[src/rtl/bit_serializer.sv]
// Parallel-to-serial converter. It accepts a WIDTH-bit word through a load/ready
// handshake and emits the word one bit per clock on dout, qualified by
// dout_valid. A word accepted while the last bit is on the line follows it
// with no gap. word_cnt counts completed words and wraps modulo 256.
module bit_serializer #(
  parameter int WIDTH     = 8,
  parameter bit MSB_FIRST = 1'b1
) (
  input  logic             clk,
  input  logic             rst,
  input  logic [WIDTH-1:0] data_in,
  input  logic             load,
  output logic             ready,
  output logic             dout,
  output logic             dout_valid,
  output logic             done,
  output logic [7:0]       word_cnt
);

  localparam int CNT_W = (WIDTH > 2) ? $clog2(WIDTH) : 1;
  localparam logic [CNT_W-1:0] CNT_LAST = CNT_W'(WIDTH - 1);

  typedef enum logic {
    IDLE  = 1'b0,
    SHIFT = 1'b1
  } state_t;

  state_t           state;
  state_t           state_nxt;
  logic [WIDTH-1:0] sreg;
  logic [CNT_W-1:0] cnt;
  logic             last;
  logic             accept;

  // Move the register one place toward whichever end drives dout.
  function automatic logic [WIDTH-1:0] shift_one(input logic [WIDTH-1:0] v);
    if (MSB_FIRST)
      shift_one = {v[WIDTH-2:0], 1'b0};
    else
      shift_one = {1'b0, v[WIDTH-1:1]};
  endfunction

  // The counter holds the number of bits still to follow the one on dout.
  assign last   = (cnt == '0);
  assign accept = load && ready;

  // State register; reset returns to IDLE without waiting for a clock edge.
  always_ff @(posedge clk or negedge rst) begin
    if (!rst)
      state <= IDLE;
    else
      state <= state_nxt;
  end

  // Next state: leave IDLE on accept; leave SHIFT only after the last bit with no reload.
  always_comb begin
    state_nxt = state;
    case (state)
      IDLE:    if (accept) state_nxt = SHIFT;
      SHIFT:   if (last && !accept) state_nxt = IDLE;
      default: state_nxt = IDLE;
    endcase
  end

  // Outputs: ready also opens on the last-bit cycle so the next word can follow gaplessly.
  always_comb begin
    ready      = 1'b1;
    dout       = 1'b0;
    dout_valid = 1'b0;
    done       = 1'b0;
    if (state == SHIFT) begin
      ready      = last;
      dout       = MSB_FIRST ? sreg[WIDTH-1] : sreg[0];
      dout_valid = 1'b1;
      done       = last;
    end
  end

  // Shift register and bit counter: load on accept, otherwise step through the word.
  always_ff @(posedge clk or negedge rst) begin
    if (!rst) begin
      sreg <= '0;
      cnt  <= '0;
    end else if (accept) begin
      sreg <= data_in;
      cnt  <= CNT_LAST;
    end else if (state == SHIFT && !last) begin
      sreg <= shift_one(sreg);
      cnt  <= cnt - 1'b1;
    end
  end

  // Completed-word counter; bumps on the edge that retires the last bit, wrapping at 256.
  always_ff @(posedge clk or negedge rst) begin
    if (!rst)
      word_cnt <= '0;
    else if (state == SHIFT && last)
      word_cnt <= word_cnt + 8'd1;
  end

endmodule

[config.mk]
export PLATFORM = sky130hd
export DESIGN_NAME = bit_serializer
export DESIGN_NICKNAME = d
export VERILOG_FILES = /design/src/rtl/bit_serializer.sv
export SDC_FILE = /design/constraint.sdc
export NUM_CORES = 1
export LEC_CHECK = 0
export CAP_MARGIN = 20
export CORE_MARGIN = 1
export CORE_UTILIZATION = 51
export CTS_BUF_LIST = sky130_fd_sc_hd__clkbuf_2
export CTS_CLUSTER_DIAMETER = 100
export DETAILED_ROUTE_END_ITERATION = 8
export PLACE_DENSITY = 0.83
export SLEW_MARGIN = 25
export SYNTH_ARGS = -nofsm -noshare
export SYNTH_HDL_FRONTEND = slang
export SYNTH_SLANG_ARGS = --single-unit
[constraint.sdc]
create_clock -name clk -period 1.7 [get_ports clk]
set_input_delay 0.34 -clock clk [delete_from_list [all_inputs] [get_ports clk]]
set_output_delay 0.34 -clock clk [all_outputs]
set_load 0.1 [all_outputs]
==> results.yml <==
die:
  rows: 15
  coreArea_sq_mm: 0.00178
  floorplan.initialDensity_pct: 55.7
  dieArea_sq_mm: 0.00213
  die_h_microns: 46.1
  die-width_microns: 46.1
  io_pins: 23
synthesis:
  synth.distinct_cells: 23
  syn-num-nets: 89
  yosys-top-cells-area: "dfrtp_1, mux2_2, mux2_4, xnor2_1, ha_1"
  syn_avg_cell_area_sq_um: 13.2
  yosys_warnings: 0
  syn_area_sq_um: 993
  synthCells: 75
  yosys_register_bits: 20
  synth_top_area_share_pct: 50.4
  yosysTopAreaCell: "dfrtp_1"
  seq_area_frac_synth_pct: 50.4
flow_run:
  cap_violations: 0
global_routing:
  grt.overflow.total: 0
  grt_max_degree: 21
  grt_pass1_wl_microns: 2990
  first_global_vias: 687
  antenna_found_initial: 0
  grt_util_all_layers_pct: 20.9
power:
  peakVddDrop_v: 0.00140
  power_mw: 2.50
  powerDensity_mw_per_mm2: 1720
  p_leak_nw: 0.679
placed_design:
  dp_hpwl_microns: 1350
  place_inst: 123
  dpl_worst_slack_ns: -0.0171
  port_buffers: 22
  gp_congestion: 0.666
sta:
  finalSetupTns_ns: -0.0186
  skew_ns: 0.00762
  finalSetupViolCount: 1
  fin_ws_ns: -0.0186
  maxSlewViolCount: 0
  relSlewSlack_pct: 83.5
  tightestPinTransition_ns: 0.247
  fmax_ghz: 0.582
  period_share_pct: 101
  min_period_ns: 1.72
  finalHoldViolations: 0
  rsz0062_at_grt: "true"
route:
  vias: 675
  wl_per_cell_microns: 14.6
  first_pass_iters: 4
  drtAntennaViolNets: 0
  initialDrtViolationCount: 6
  wirelength_microns: 1960
  routed_via_density: 5.04
  drc: 0
run_status:
  status: "complete, but fails checks"
  violations: "setup timing"
worst_setup_path:
  endpoint_kind: "output pin"
  cp.required_ns: 1.36
  cp.arrival_ns: 1.38
  path_class: "reg2out"
  cp-start-kind: "flop"
  path_max_fanout: 3
clocking:
  insertion_delay_ns: 0.32
  clkTransAtPathRegs_ns: 0.18
  h-tree-depth: 1
  cts.sink_count: 20
  cts_buffer_depth: 2
  cts-root-buf: "clkbuf_2"
  cts_buffers: 3
  cts_tree: "yes"
  postCtsHoldBufs: 0
cells_and_area:
  fin_cells: 134
  area_growth_pct: 46.3
  diodes: 0
  fin_nets: 124
  drive_gt1_share_pct: 46.8
worst_hold_path:
  hold_class: "in2async"
stage by stage:
step / utilization (%) / hold slack [ns] / cell area (sq um)
3_5_place_dp: 76.8 / 0.498 / 1370
5_1_grt: 81.5 / 0.331 / 1450
2_1_floorplan: - / 0.0444 / 1000
6_report: 81.5 / 0.322 / 1450
4_1_cts: 80.7 / 0.316 / 1440
3_3_place_gp: 76.8 / 0.482 / 1370
registers in the layout, summed over array words and instances (netlist names):
signal    cells
word_cnt      8
sreg          8
state         1
cnt           3
synthesized netlist by cell type (all sizes together):
| master | n |
|---|---|
| nand2 | 4 |
| nand4 | 3 |
| and3 | 3 |
| nor3 | 1 |
| and3b | 1 |
| buf | 3 |
| a211oi | 2 |
| a31oi | 1 |
| mux2 | 15 |
| nand2b | 2 |
| xnor2 | 6 |
| mux2i | 2 |
| and2 | 1 |
| dfrtp | 20 |
| a21o | 1 |
| xor2 | 1 |
| a21oi | 2 |
| nor2 | 1 |
| ha | 3 |
| inv | 3 |
placed cells by master, fill, tap and decap left out:
master / count
mux2_2: 9
a31oi_1: 1
mux2i_1: 2
and2_2: 1
nor2_1: 1
clkdlybuf4s50_1: 10
inv_1: 1
dfrtp_4: 1
nand2_1: 3
xnor2_1: 6
nand2_4: 1
nand2b_2: 1
ha_1: 2
mux2_4: 6
nand4_1: 3
ha_4: 1
a211oi_1: 2
buf_4: 11
nor3_1: 1
and3b_2: 1
a21o_1: 1
clkbuf_2: 3
clkinv_1: 1
xor2_1: 1
dfrtp_1: 17
nand2b_1: 1
and3_1: 3
inv_2: 2
dfrtp_2: 2
buf_12: 12
a21oi_1: 2
worst max-delay path: stages (launching register included):
cell and delay, ns:
dfrtp_1 0.42, inv_2 0.08, ha_4 0.14, and3b_2 0.23, buf_12 0.18
where the power goes:
part / internal [mW] / switching, mW / leakage [nW]
registers: 0.631 / 0.152 / 0.254
clock network: 0.0511 / 0.141 / 0.0140
logic: 0.688 / 0.838 / 0.411
total: 1.37 / 1.13 / 0.679
worst paths after layout:
check | startpoint | end | slack [ns] | cells after the start
worst min-delay path | rst | sreg[6]$_DFFE_PN0P_ | 0.32 | 2
worst max register to register | cnt[1]$_DFFE_PN0P_ | word_cnt[6]$_DFFE_PN0P_ | 0.18 | 7
worst max-delay path | cnt[1]$_DFFE_PN0P_ | done | -0.02 | 4
min in group clk | sreg[5]$_DFFE_PN0P_ | sreg[6]$_DFFE_PN0P_ | 0.53 | 1
worst min register to register | sreg[5]$_DFFE_PN0P_ | sreg[6]$_DFFE_PN0P_ | 0.53 | 1
max in group asynchronous | rst | state$_DFF_PN0_ | 1.15 | 2
metal layers:
layer  GRT usage [%]  wire, microns
met5               0              0
met4            10.6             34
met3            4.31             98
met2            35.5            994
met1            24.7            829
kinds of logic (layout without fill, tap and decap cells):
kind of cell | count (synthesis) | in the layout | synth area share [%]
and+or+nand+nor | 16 | 16 | 9.95
AOI/OAI and AO/OA | 6 | 6 | 3.90
xor gates and xnor gates | 7 | 7 | 6.17
adders and majority gates | 3 | 3 | 3.78
buffers and inverters | 6 | 40 | 4.53
muxes | 17 | 17 | 21.3
DFF | 20 | 20 | 50.4
timing repair:
item,in CTS,in global routing
endpoints found under the setup margin,2,2
hold endpoints to repair,0,0
gates resized for setup,5,0
pin swaps,3,1
setup buffers,5,2
final cells by class:
type / count / area [sq um]
clock buffers: 3 / 15.0
clock inverters: 1 / 3.75
flip-flops and latches: 20 / 507
repair buffers: 33 / 423
well taps: 25 / 31.3
inverters: 3 / 11.3
fillers: 100 / 329
multi-input cells: 49 / 463
Note: power is estimated with default switching activity, not from simulation.
